--- src/rtl/gene_tick_counter.sv ---
// Counts rising edges of gene in a two-digit BCD counter with tick/carry pulses; GENE_CNT_SAT_EN selects saturation.
// Latency: an edge sampled at clock N is reflected in ones/tens/tick from cycle N+1.
// Backpressure: none; edges seen while en is low are dropped, never queued.
module gene_tick_counter #(
  parameter int unsigned ONES_MAX = 9,
  parameter int unsigned TENS_MAX = 5
) (
  input  logic       clk,
  input  logic       rst,
  input  logic       gene,
  input  logic       en,
  input  logic       clr,
  output logic [3:0] ones,
  output logic [3:0] tens,
  output logic       tick,
  output logic       carry
);

  localparam logic [3:0] ONES_M = ONES_MAX[3:0];
  localparam logic [3:0] TENS_M = TENS_MAX[3:0];

  logic       gene_q;
  logic [3:0] ones_q, ones_d;
  logic [3:0] tens_q, tens_d;
  logic       tick_q, tick_d;
  logic       carry_q, carry_d;
  logic       gene_rise;

  assign gene_rise = gene & ~gene_q;

  always_comb begin
    ones_d  = ones_q;
    tens_d  = tens_q;
    tick_d  = 1'b0;
`ifdef GENE_CNT_SAT_EN
    carry_d = carry_q;
`else
    carry_d = 1'b0;
`endif
    if (clr) begin
      ones_d  = 4'd0;
      tens_d  = 4'd0;
      carry_d = 1'b0;
    end else if (en && gene_rise) begin
      tick_d = 1'b1;
      if (ones_q < ONES_M) begin
        ones_d = ones_q + 4'd1;
      end else if (tens_q < TENS_M) begin
        ones_d = 4'd0;
        tens_d = tens_q + 4'd1;
      end else begin
`ifdef GENE_CNT_SAT_EN
        // Already at the terminal count: digits hold, tick still reports the edge.
        ones_d = ones_q;
        tens_d = tens_q;
`else
        ones_d  = 4'd0;
        tens_d  = 4'd0;
        carry_d = 1'b1;
`endif
      end
`ifdef GENE_CNT_SAT_EN
      carry_d = (ones_d == ONES_M) && (tens_d == TENS_M);
`endif
    end
  end

  always_ff @(posedge clk) begin
    if (rst) begin
      gene_q  <= 1'b0;
      ones_q  <= 4'd0;
      tens_q  <= 4'd0;
      tick_q  <= 1'b0;
      carry_q <= 1'b0;
    end else begin
      // Edge history tracks gene even across clr so a held level is not recounted.
      gene_q  <= gene;
      ones_q  <= ones_d;
      tens_q  <= tens_d;
      tick_q  <= tick_d;
      carry_q <= carry_d;
    end
  end

  assign ones  = ones_q;
  assign tens  = tens_q;
  assign tick  = tick_q;
  assign carry = carry_q;

endmodule

--- config.mk ---
export PLATFORM = sky130hd
export DESIGN_NAME = gene_tick_counter
export DESIGN_NICKNAME = d
export VERILOG_FILES = /design/src/rtl/gene_tick_counter.sv
export SDC_FILE = /design/constraint.sdc
export NUM_CORES = 1
export LEC_CHECK = 0
export CAP_MARGIN = 10
export CORE_ASPECT_RATIO = 1.2
export CORE_MARGIN = 2
export CORE_UTILIZATION = 30
export DETAILED_ROUTE_END_ITERATION = 12
export SETUP_SLACK_MARGIN = 0.02
export SYNTH_ARGS = -nofsm -noshare
export SYNTH_HDL_FRONTEND = slang
export SYNTH_SLANG_ARGS = --single-unit
--- constraint.sdc ---
create_clock -name clk -period 1.4 [get_ports clk]
set_input_delay 0.21 -clock clk [delete_from_list [all_inputs] [get_ports clk]]
set_output_delay 0.21 -clock clk [all_outputs]
set_load 0.02 [all_outputs]
==> impl_metrics.yaml, run 1 <==
status:
  status: "complete, no violations"
floorplanning:
  die_h_um: 49.02
  fp.dieW_um: 41.52
  initial_utilization_pct: 31.64
  dieArea_um2: 2035
  rows: 16
  io_pins: 15
  core_um2: 1602
sta:
  max_freq_mhz: 732.4
  fin_crit_sh_pct: 97.53
  setup_viol: 0
  maxSlewViolCount: 0
  min_period_ns: 1.365
  worst_slew_pin_slew_ns: 0.2402
  final_hold_viol_count: 0
  slew-limit-headroom_pct: 83.98
  finClkSkew_ns: 0.005179
  grt_setup_unrepaired: "yes"
detailed_routing:
  wirelength_um: 975
  vias: 451
  drt_iter0_markers: 4
  ant_nets: 0
  drt_first_pass_iters: 4
  drc_errors: 0
  wire_per_inst_um: 10.26
  vias_per_cell: 4.747
clock_network:
  cts_root_buffer: "clkbuf_4"
  clk_latency_ns: 0.27
  cts_hold_buf: 0
  cts_max_path_buffers: 2
  clk_pin_slew_ns: 0.07
  cts_tree: "yes"
  htree_levels: 1
  clock-sinks: 11
  numCtsBuffers: 3
power_and_ir_drop:
  ir_worst_vdd_mv: 0.4525
  power.leakage_nw: 0.3300
  p_seq_share_pct: 54.2
  intPower_uw: 450.0
  power_density_nw_per_um2: 780.3
  switching_share_pct: 22.28
  pwr-share-comb_pct: 8.0
  p_sw_uw: 129.0
  p_total_uw: 578.9
  pwr-share-clk_pct: 37.8
yosys:
  synthMuxAreaShare_pct: 0
  synth_cells: 56
  ys_seq_area_share_pct: 43.46
  synthesis.nets: 65
  async_flop_share_pct: 0
  synth_area_um2: 506.7
  yosys.area_share.simple_pct: 27.90
  yosysWarnings: 0
  synth_fa_ha_area_share_pct: 9.877
  ys_ff_latch: 11
  avgSynthCellArea_um2: 9.049
  synth_top_family_by_area: "simple AND/OR/NAND/NOR gates"
  synth-edff-count: 0
  synth_compound_area_share_pct: 8.642
  synthXorXnorAreaFrac_pct: 3.457
  synth.distinct_cells: 24
  synth_flop_cell: "dfxtp_1"
placed_design:
  portBuffers: 14
  dp.cells: 90
  hpwl_um: 748.7
  gp_congestion: 0.6214
worst_setup_path:
  endpoint_kind: "register"
  crit_arrival_ns: 1.58
  path_class: "register to register"
  cp.required_ns: 1.61
  start_kind: "register"
  critPathMaxFanout: 4
global_route:
  grt_pass1_vias: 432
  grt_max_degree: 8
  overflow: 0
  grtUsageTotal_pct: 10.90
  antenna_found_initial: 0
  grt_pass1_wl_um: 1676
cells_and_area:
  fin_nets: 87
  final_util_pct: 46.33
  area.growth.synth_to_final_pct: 46.42
  fin_cells: 95
  insertedDiodeCount: 0
  layout-drive-gt1-share_pct: 24.68
min_path:
  hold_class: "input port to register"
flow_run:
  max_cap_viol_count: 0
==> synth_stat cells, drive strengths merged (2+ instances only) <==
cell type	instances	area, µm²
a21oi	6	30.03
nor3	2	10.01
ha	4	50.05
dfxtp	11	220.2
nor2b	2	12.51
nand2	4	15.01
nor2	5	18.77
nand3	3	27.53
inv	5	18.77
==> placed cells by master, fill, tap and decap left out <==
master           netlist  layout
a21oi_1                6       6
a41oi_1                1       1
and3_1                 1       1
and3b_2                0       1
buf_4                  0       5
clkbuf_1               1       1
clkbuf_4               0       3
clkdlybuf4s50_1        0       4
dfxtp_1               11       8
dfxtp_2                0       1
dfxtp_4                0       2
dlygate4sd2_1          0      10
ha_1                   4       3
ha_4                   0       1
inv_1                  5       3
inv_2                  0       1
inv_4                  0       1
nand2_1                4       4
nand2b_4               0       1
nand3_1                2       2
nand3_4                1       1
nand4_1                1       1
nor2_1                 5       5
nor2b_1                2       2
nor3_1                 2       2
o21ai_0                1       1
or2_2                  1       1
or2b_4                 0       1
or3_1                  1       1
or4b_1                 1       1
xnor2_1                1       1
xor2_1                 1       1
==> worst max-delay path, stage by stage (launching register included) <==
cell and delay, ns:
dfxtp_4 0.37, inv_4 0.04, ha_4 0.15, nand2b_4 0.07, nand3_4 0.07, or4b_1 0.47
a21oi_1 0.13
==> cell families (layout without fill, tap and decap cells) <==
kind of cell / Yosys count / count (layout)
AO/OA/AOI/OAI: 8 / 8
adder cells (fa/ha/maj): 4 / 4
flip-flops: 11 / 11
XOR/XNOR: 2 / 2
AND/OR/NAND/NOR: 24 / 24
buffers and inverters: 7 / 28
==> state kept, by name, summed over array words and instances, names as in the netlist <==
signal,count
tick,1
tens,4
ones,4
carry,1
gene_q,1
==> area by class of cell <==
type | count | area, µm²
tap | 18 | 22.52
inverter | 5 | 21.27
clock buffer | 4 | 26.28
fill | 183 | 859.6
multi-input combinational | 38 | 277.8
sequential | 11 | 229.0
timing repair buffer | 19 | 165.2
==> metal layers <==
metal	global-route usage, %	wire (µm)	vias to the layer above
met5	0	0	-
met4	9.677	31	0
met3	2.222	59	4
met2	17.97	455	13
met1	11.44	429	205
li1	-	-	229
==> through the flow <==
stage                     setup TNS, ns  cell area, µm²  hold slack, ns  worst slack [ns]
after floorplan                       0           535.5          0.2816          0.006072
after global placement           -1.201           713.2          0.4948           -0.2302
after detailed placement         -1.284           713.2          0.5023           -0.2412
after CTS                             0           726.9          0.4903           0.02259
after global routing           -0.01336           742.0          0.5096          -0.01336
final                                 0           742.0          0.4925           0.03454
==> worst paths after layout <==
check | startpoint | to | slack (ns) | depth (start not counted)
setup / recovery | ones[1] | tens[2] | 0.03 | 6
hold / removal | rst | gene_q | 0.49 | 2
hold reg to reg | tens[0] | tens[0] | 0.50 | 2
setup reg to reg | ones[1] | tens[2] | 0.03 | 6
==> what timing repair did <==
item,4_1_cts,5_1_grt
gates resized for setup,10,3
buffers inserted,0,1
setup endpoints to repair,10,3
==> power groups by stage <==
stage	clock network, mW	logic, mW	registers [mW]
5_1_grt	0.241	0.0504	0.314
3_3_place_gp	0	0.0456	0.321
2_1_floorplan	0	0.0225	0.324
3_5_place_dp	0	0.0458	0.321
4_1_cts	0.230	0.0447	0.314
6_report	0.219	0.0461	0.314
Note: power is estimated with default switching activity, not from simulation.
==> run 2, diff against run 1 <==
--- a/config.mk
+++ b/config.mk
@@ -6,10 +6,11 @@
 export NUM_CORES = 1
 export LEC_CHECK = 0
 export CAP_MARGIN = 10
-export CORE_ASPECT_RATIO = 1.2
-export CORE_MARGIN = 2
-export CORE_UTILIZATION = 30
+export CORE_AREA = 2 2 39 41
+export CTS_BUF_LIST = sky130_fd_sc_hd__clkbuf_2
 export DETAILED_ROUTE_END_ITERATION = 12
+export DIE_AREA = 0 0 41 43
+export PLACE_DENSITY = 0.69
 export SETUP_SLACK_MARGIN = 0.02
 export SYNTH_ARGS = -nofsm -noshare
 export SYNTH_HDL_FRONTEND = slang
==> run 2 against run 1 <==
Cell count is 2.1% lower. Largest cell class unchanged. Clock power decreased by 17%. Critical path depth is 1 lower. Combinational power barely moved. Register-to-register slack about the same. Clock skew shrank 0.0022 ns. Global-route usage increased by 3.7 points. Critical endpoint unchanged. Count of clock-buffer cells in the layout unchanged. Via count is 4.4% lower. Hold slack better by 0.0013 ns. Flip-flop and latch count unchanged. Non-clock buffer count did not move.
==> impl_metrics.yaml, run 2 (synthesis results as in run 1) <==
status:
  status: "complete, no violations"
detailed_routing:
  wirelength_um: 991
  drt_iter0_markers: 6
  vias: 431
  drt_first_pass_iters: 4
  wire_per_inst_um: 10.66
  ant_nets: 0
  vias_per_cell: 4.634
  drc_errors: 0
worst_setup_path:
  timing.rr.start: "ones[1]"
  critPathMaxFanout: 4
  cp.required_ns: 1.61
  cp-startpoint: "gene"
  start_kind: "input port"
  crit_arrival_ns: 1.57
  path_class: "input port to register"
  endpoint_kind: "register"
power_and_ir_drop:
  switching_share_pct: 23.38
  power.leakage_nw: 0.3333
  p_seq_share_pct: 57.9
  intPower_uw: 415.5
  pwr-share-clk_pct: 33.6
  pwr-share-comb_pct: 8.5
  p_total_uw: 542.3
  ir_worst_vdd_mv: 0.3404
  p_sw_uw: 126.8
  power_density_nw_per_um2: 732.1
sta:
  final_hold_viol_count: 0
  setup_viol: 0
  slew-limit-headroom_pct: 83.90
  worst_slew_pin_slew_ns: 0.2390
  min_period_ns: 1.365
  finClkSkew_ns: 0.002932
  grt_setup_unrepaired: "yes"
  maxSlewViolCount: 0
  layout_setup_ws_ns: 0.03522
  fin_crit_sh_pct: 97.48
  max_freq_mhz: 732.7
floorplanning:
  initial_utilization_pct: 36.62
  core_um2: 1384
  die_h_um: 43
  dieArea_um2: 1763
  io_pins: 15
  rows: 14
  fp.dieW_um: 41
clock_network:
  clock-sinks: 11
  htree_levels: 1
  numCtsBuffers: 3
  cts_max_path_buffers: 2
  cts_root_buffer: "clkbuf_2"
  clk_latency_ns: 0.26
  clk_pin_slew_ns: 0.11
  cts_tree: "yes"
cells_and_area:
  layout_commonest_cell: "dlygate4sd2_1"
  layout-drive-gt1-share_pct: 28.57
  fin_nets: 87
  insertedDiodeCount: 0
  final_util_pct: 53.53
  most-common-layout-cells: "10 x dlygate4sd2_1, 8 x dfxtp_1, 5 x a21oi_1, 5 x nor2_1, 5 x buf_4"
  area.growth.synth_to_final_pct: 46.17
min_path:
  min_from: "rst"
  hold_class: "input port to register"
global_route:
  grt_max_degree: 8
  overflow: 0
  grt_pass1_vias: 405
  grt_pass1_wl_um: 1697
  grtUsageTotal_pct: 14.60
  antenna_found_initial: 0
placed_design:
  dp_worst_setup_slack_ns: -0.2812
  portBuffers: 14
  hpwl_um: 743.5
  gp_congestion: 0.6997
flow_run:
  max_cap_viol_count: 0
run 2: area by class of cell:
class                   count  area [µm²]
clock buffers               4       20.02
inverters                   5       21.27
flip-flops and latches     11       229.0
multi-input cells          38       285.3
repair buffers             19       165.2
well taps                  16       20.02
fillers                   135       643.1
run 2: worst max-delay path, cell delays in order:
cell and delay [ns]:
clkdlybuf4s50_1 0.46, and3b_2 0.21, nand3_4 0.08, or4b_4 0.49
a21oi_2 0.12
run 2: per-layer routing:
| metal | global-route usage (%) | up-vias | part of all wire (%) |
|---|---|---|---|
| li1 | - | 230 | - |
| met1 | 17.21 | 186 | 44 |
| met2 | 21.25 | 11 | 48 |
| met3 | 3.141 | 4 | 4.0 |
| met4 | 12.00 | 0 | 4.0 |
| met5 | 0 | - | 0 |
run 2: worst paths after layout:
check             cells after the start  slack, ns      end
setup reg to reg                      6       0.04  tens[2]
hold / removal                        2       0.49   gene_q
setup / recovery                      5       0.04  tens[2]
hold reg to reg                       2       0.51  tens[1]
run 2: power by group through the flow:
stage | Sequential (mW) | Clock (mW) | Combinational (mW)
final | 0.314 | 0.182 | 0.0460
after global routing | 0.315 | 0.205 | 0.0504
after CTS | 0.314 | 0.192 | 0.0449
after detailed placement | 0.321 | 0 | 0.0454
after global placement | 0.321 | 0 | 0.0448
after floorplan | 0.324 | 0 | 0.0225
run 2: through the flow:
stage | area, µm² | cells | setup TNS, ns | hold WS, ns
final | 740.7 | 93 | 0 | 0.4938
after global routing | 740.7 | 93 | -0.02363 | 0.5149
after CTS | 726.9 | 93 | -0.008028 | 0.4852
after detailed placement | 710.7 | 88 | -1.314 | 0.4900
after global placement | 710.7 | 88 | -1.157 | 0.4940
after floorplan | 535.5 | 56 | 0 | 0.2816
run 2: repair_timing:
item / in CTS / in global routing
hold buffers: 0 / 0
gates cloned: 0 / 0
gates resized for setup: 11 / 4
hold endpoints to repair: 0 / 0
buffers inserted: 1 / 0
pin swaps: 1 / 1
endpoints found under the setup margin: 11 / 2
==> run 3, diff against run 2 <==
--- a/config.mk
+++ b/config.mk
@@ -7,7 +7,7 @@
 export LEC_CHECK = 0
 export CAP_MARGIN = 10
 export CORE_AREA = 2 2 39 41
-export CTS_BUF_LIST = sky130_fd_sc_hd__clkbuf_2
+export CTS_BUF_LIST = sky130_fd_sc_hd__clkbuf_8
 export DETAILED_ROUTE_END_ITERATION = 12
 export DIE_AREA = 0 0 41 43
 export PLACE_DENSITY = 0.69
==> run 3 against run 2 <==
Setup slack worse by 0.00087 ns. Fmax about the same. Die area is the same. Sequential share of layout area decreased by 0.96 points. Cell count unchanged. Via count unchanged. Clock power rose by 68%. Core utilization is 1.7 points higher. Critical endpoint unchanged. Critical path depth grew 1. Total power up 22%.
==> impl_metrics.yaml, run 3 (synthesis results as in run 1) <==
clock_network:
  cts_max_path_buffers: 2
  clk_pin_slew_ns: 0.05
  numCtsBuffers: 3
  htree_levels: 1
  cts_tree: "yes"
  clock-sinks: 11
  clk_latency_ns: 0.23
  cts_root_buffer: "clkbuf_8"
cells_and_area:
  insertedDiodeCount: 0
  area.growth.synth_to_final_pct: 50.86
  layout_commonest_cell: "dlygate4sd2_1"
  layout-drive-gt1-share_pct: 25.97
  most-common-layout-cells: "10 x dlygate4sd2_1, 8 x dfxtp_1, 5 x a21oi_1, 5 x nor2_1, 5 x buf_4"
  fin_nets: 87
  stdcell_area_um2: 764.5
sta:
  final_hold_viol_count: 0
  grt_setup_unrepaired: "yes"
  setup_viol: 0
  slew-limit-headroom_pct: 84.02
  maxSlewViolCount: 0
  layout_setup_ws_ns: 0.03435
  hold_ws_ns: 0.3241
  tns_ns: 0
  fin_crit_sh_pct: 97.55
  finClkSkew_ns: 0.003094
  min_period_ns: 1.366
  max_freq_mhz: 732.3
  worst_slew_pin_slew_ns: 0.2373
worst_setup_path:
  crit_arrival_ns: 1.54
  start_kind: "register"
  cp.required_ns: 1.57
  critPathMaxFanout: 4
  path_class: "register to register"
  endpoint_kind: "register"
status:
  status: "complete, no violations"
detailed_routing:
  wire_per_inst_um: 10.44
  vias: 431
  wirelength_um: 971
  vias_per_cell: 4.634
  drt_first_pass_iters: 4
  drc_errors: 0
  ant_nets: 0
  drt_iter0_markers: 6
global_route:
  grtUsageMet2_pct: 20.31
  grt_pass1_vias: 392
  globalRouteMet1Util_pct: 17.21
  overflow: 0
  grt_most_used_layer: "met2"
  use_met3_pct: 6.283
  grt_max_degree: 8
  grt_pass1_wl_um: 1662
  antenna_found_initial: 0
  grtUsageTotal_pct: 14.60
power_and_ir_drop:
  p_total_uw: 664.2
  ir_worst_vdd_mv: 0.5009
  power_density_nw_per_um2: 868.8
  p_seq_share_pct: 47.4
  power.leakage_nw: 0.3546
  pwr-share-clk_pct: 46.1
  switching_share_pct: 20.23
  intPower_uw: 529.8
  p_sw_uw: 134.3
  pwr-share-comb_pct: 6.5
placed_design:
  dpl_cell_area_um2: 710.7
  hpwl_um: 743.5
  portBuffers: 14
  gp_congestion: 0.6997
  dp_worst_setup_slack_ns: -0.2812
floorplanning:
  io_pins: 15
  fp.dieW_um: 41
  die_h_um: 43
  core_um2: 1384
  initial_utilization_pct: 36.62
  dieArea_um2: 1763
  rows: 14
flow_run:
  max_cap_viol_count: 0
min_path:
  hold_class: "input port to register"
run 3: changes by cell type in the layout (fill, tap and decap cells not counted):
| cell | change |
|---|---|
| dlymetal6s2s_1 | +1 |
| clkdlybuf4s50_1 | -1 |
| or2b_4 | -1 |
| clkbuf_2 | -4 |
| clkbuf_8 | +3 |
| or2b_1 | +1 |
| inv_1 | +1 |
run 3: what timing repair did:
action	4_1_cts	5_1_grt
hold buffers	0	0
buffers inserted	0	1
pin swaps	0	1
gates resized for setup	12	3
setup endpoints to repair	9	2
run 3: critical path, cell delays in order, from the launching register on:
cell and delay, ns:
dfxtp_4 0.35, inv_4 0.04, ha_4 0.15, nand2b_4 0.07, nand3_4 0.08, or4b_4 0.49, a21oi_2 0.13
run 3: path summary, 6_finish.rpt:
| check | from | to | slack (ns) | cells past startpoint |
|---|---|---|---|---|
| min | gene | gene_q | 0.32 | 2 |
| max reg2reg | ones[1] | tens[2] | 0.03 | 6 |
| max | ones[1] | tens[2] | 0.03 | 6 |
| min reg2reg | tens[0] | tens[0] | 0.50 | 2 |
run 3: power groups by stage:
stage          clock network (mW)  registers [mW]  logic [mW]
2_1_floorplan                   0           0.324      0.0225
3_3_place_gp                    0           0.321      0.0448
3_5_place_dp                    0           0.321      0.0454
4_1_cts                     0.317           0.315      0.0431
5_1_grt                     0.332           0.315      0.0475
6_report                    0.306           0.315      0.0431
run 3: stage by stage:
| stage | instances | utilization, % |
|---|---|---|
| floorplan | 56 | - |
| global placement | 88 | 51.36 |
| detailed placement | 88 | 51.36 |
| CTS | 92 | 53.98 |
| global route | 93 | 55.24 |
| finish | 93 | 55.24 |
run 3: final cells by class:
cell class                      instances  area, µm²
Tap cell                               16      20.02
Inverter                                5      21.27
Multi-Input combinational cell         38      281.5
Clock buffer                            3      41.29
Timing Repair Buffer                   19      167.7
Fill cell                             131      619.3
Sequential cell                        11      229.0
Clock inverter                          1      3.754
run 3: routing by layer:
layer / vias to the layer above / wire length [µm]
li1: 228 / -
met1: 188 / 425
met2: 13 / 460
met3: 2 / 65
met4: 0 / 21
met5: - / 0
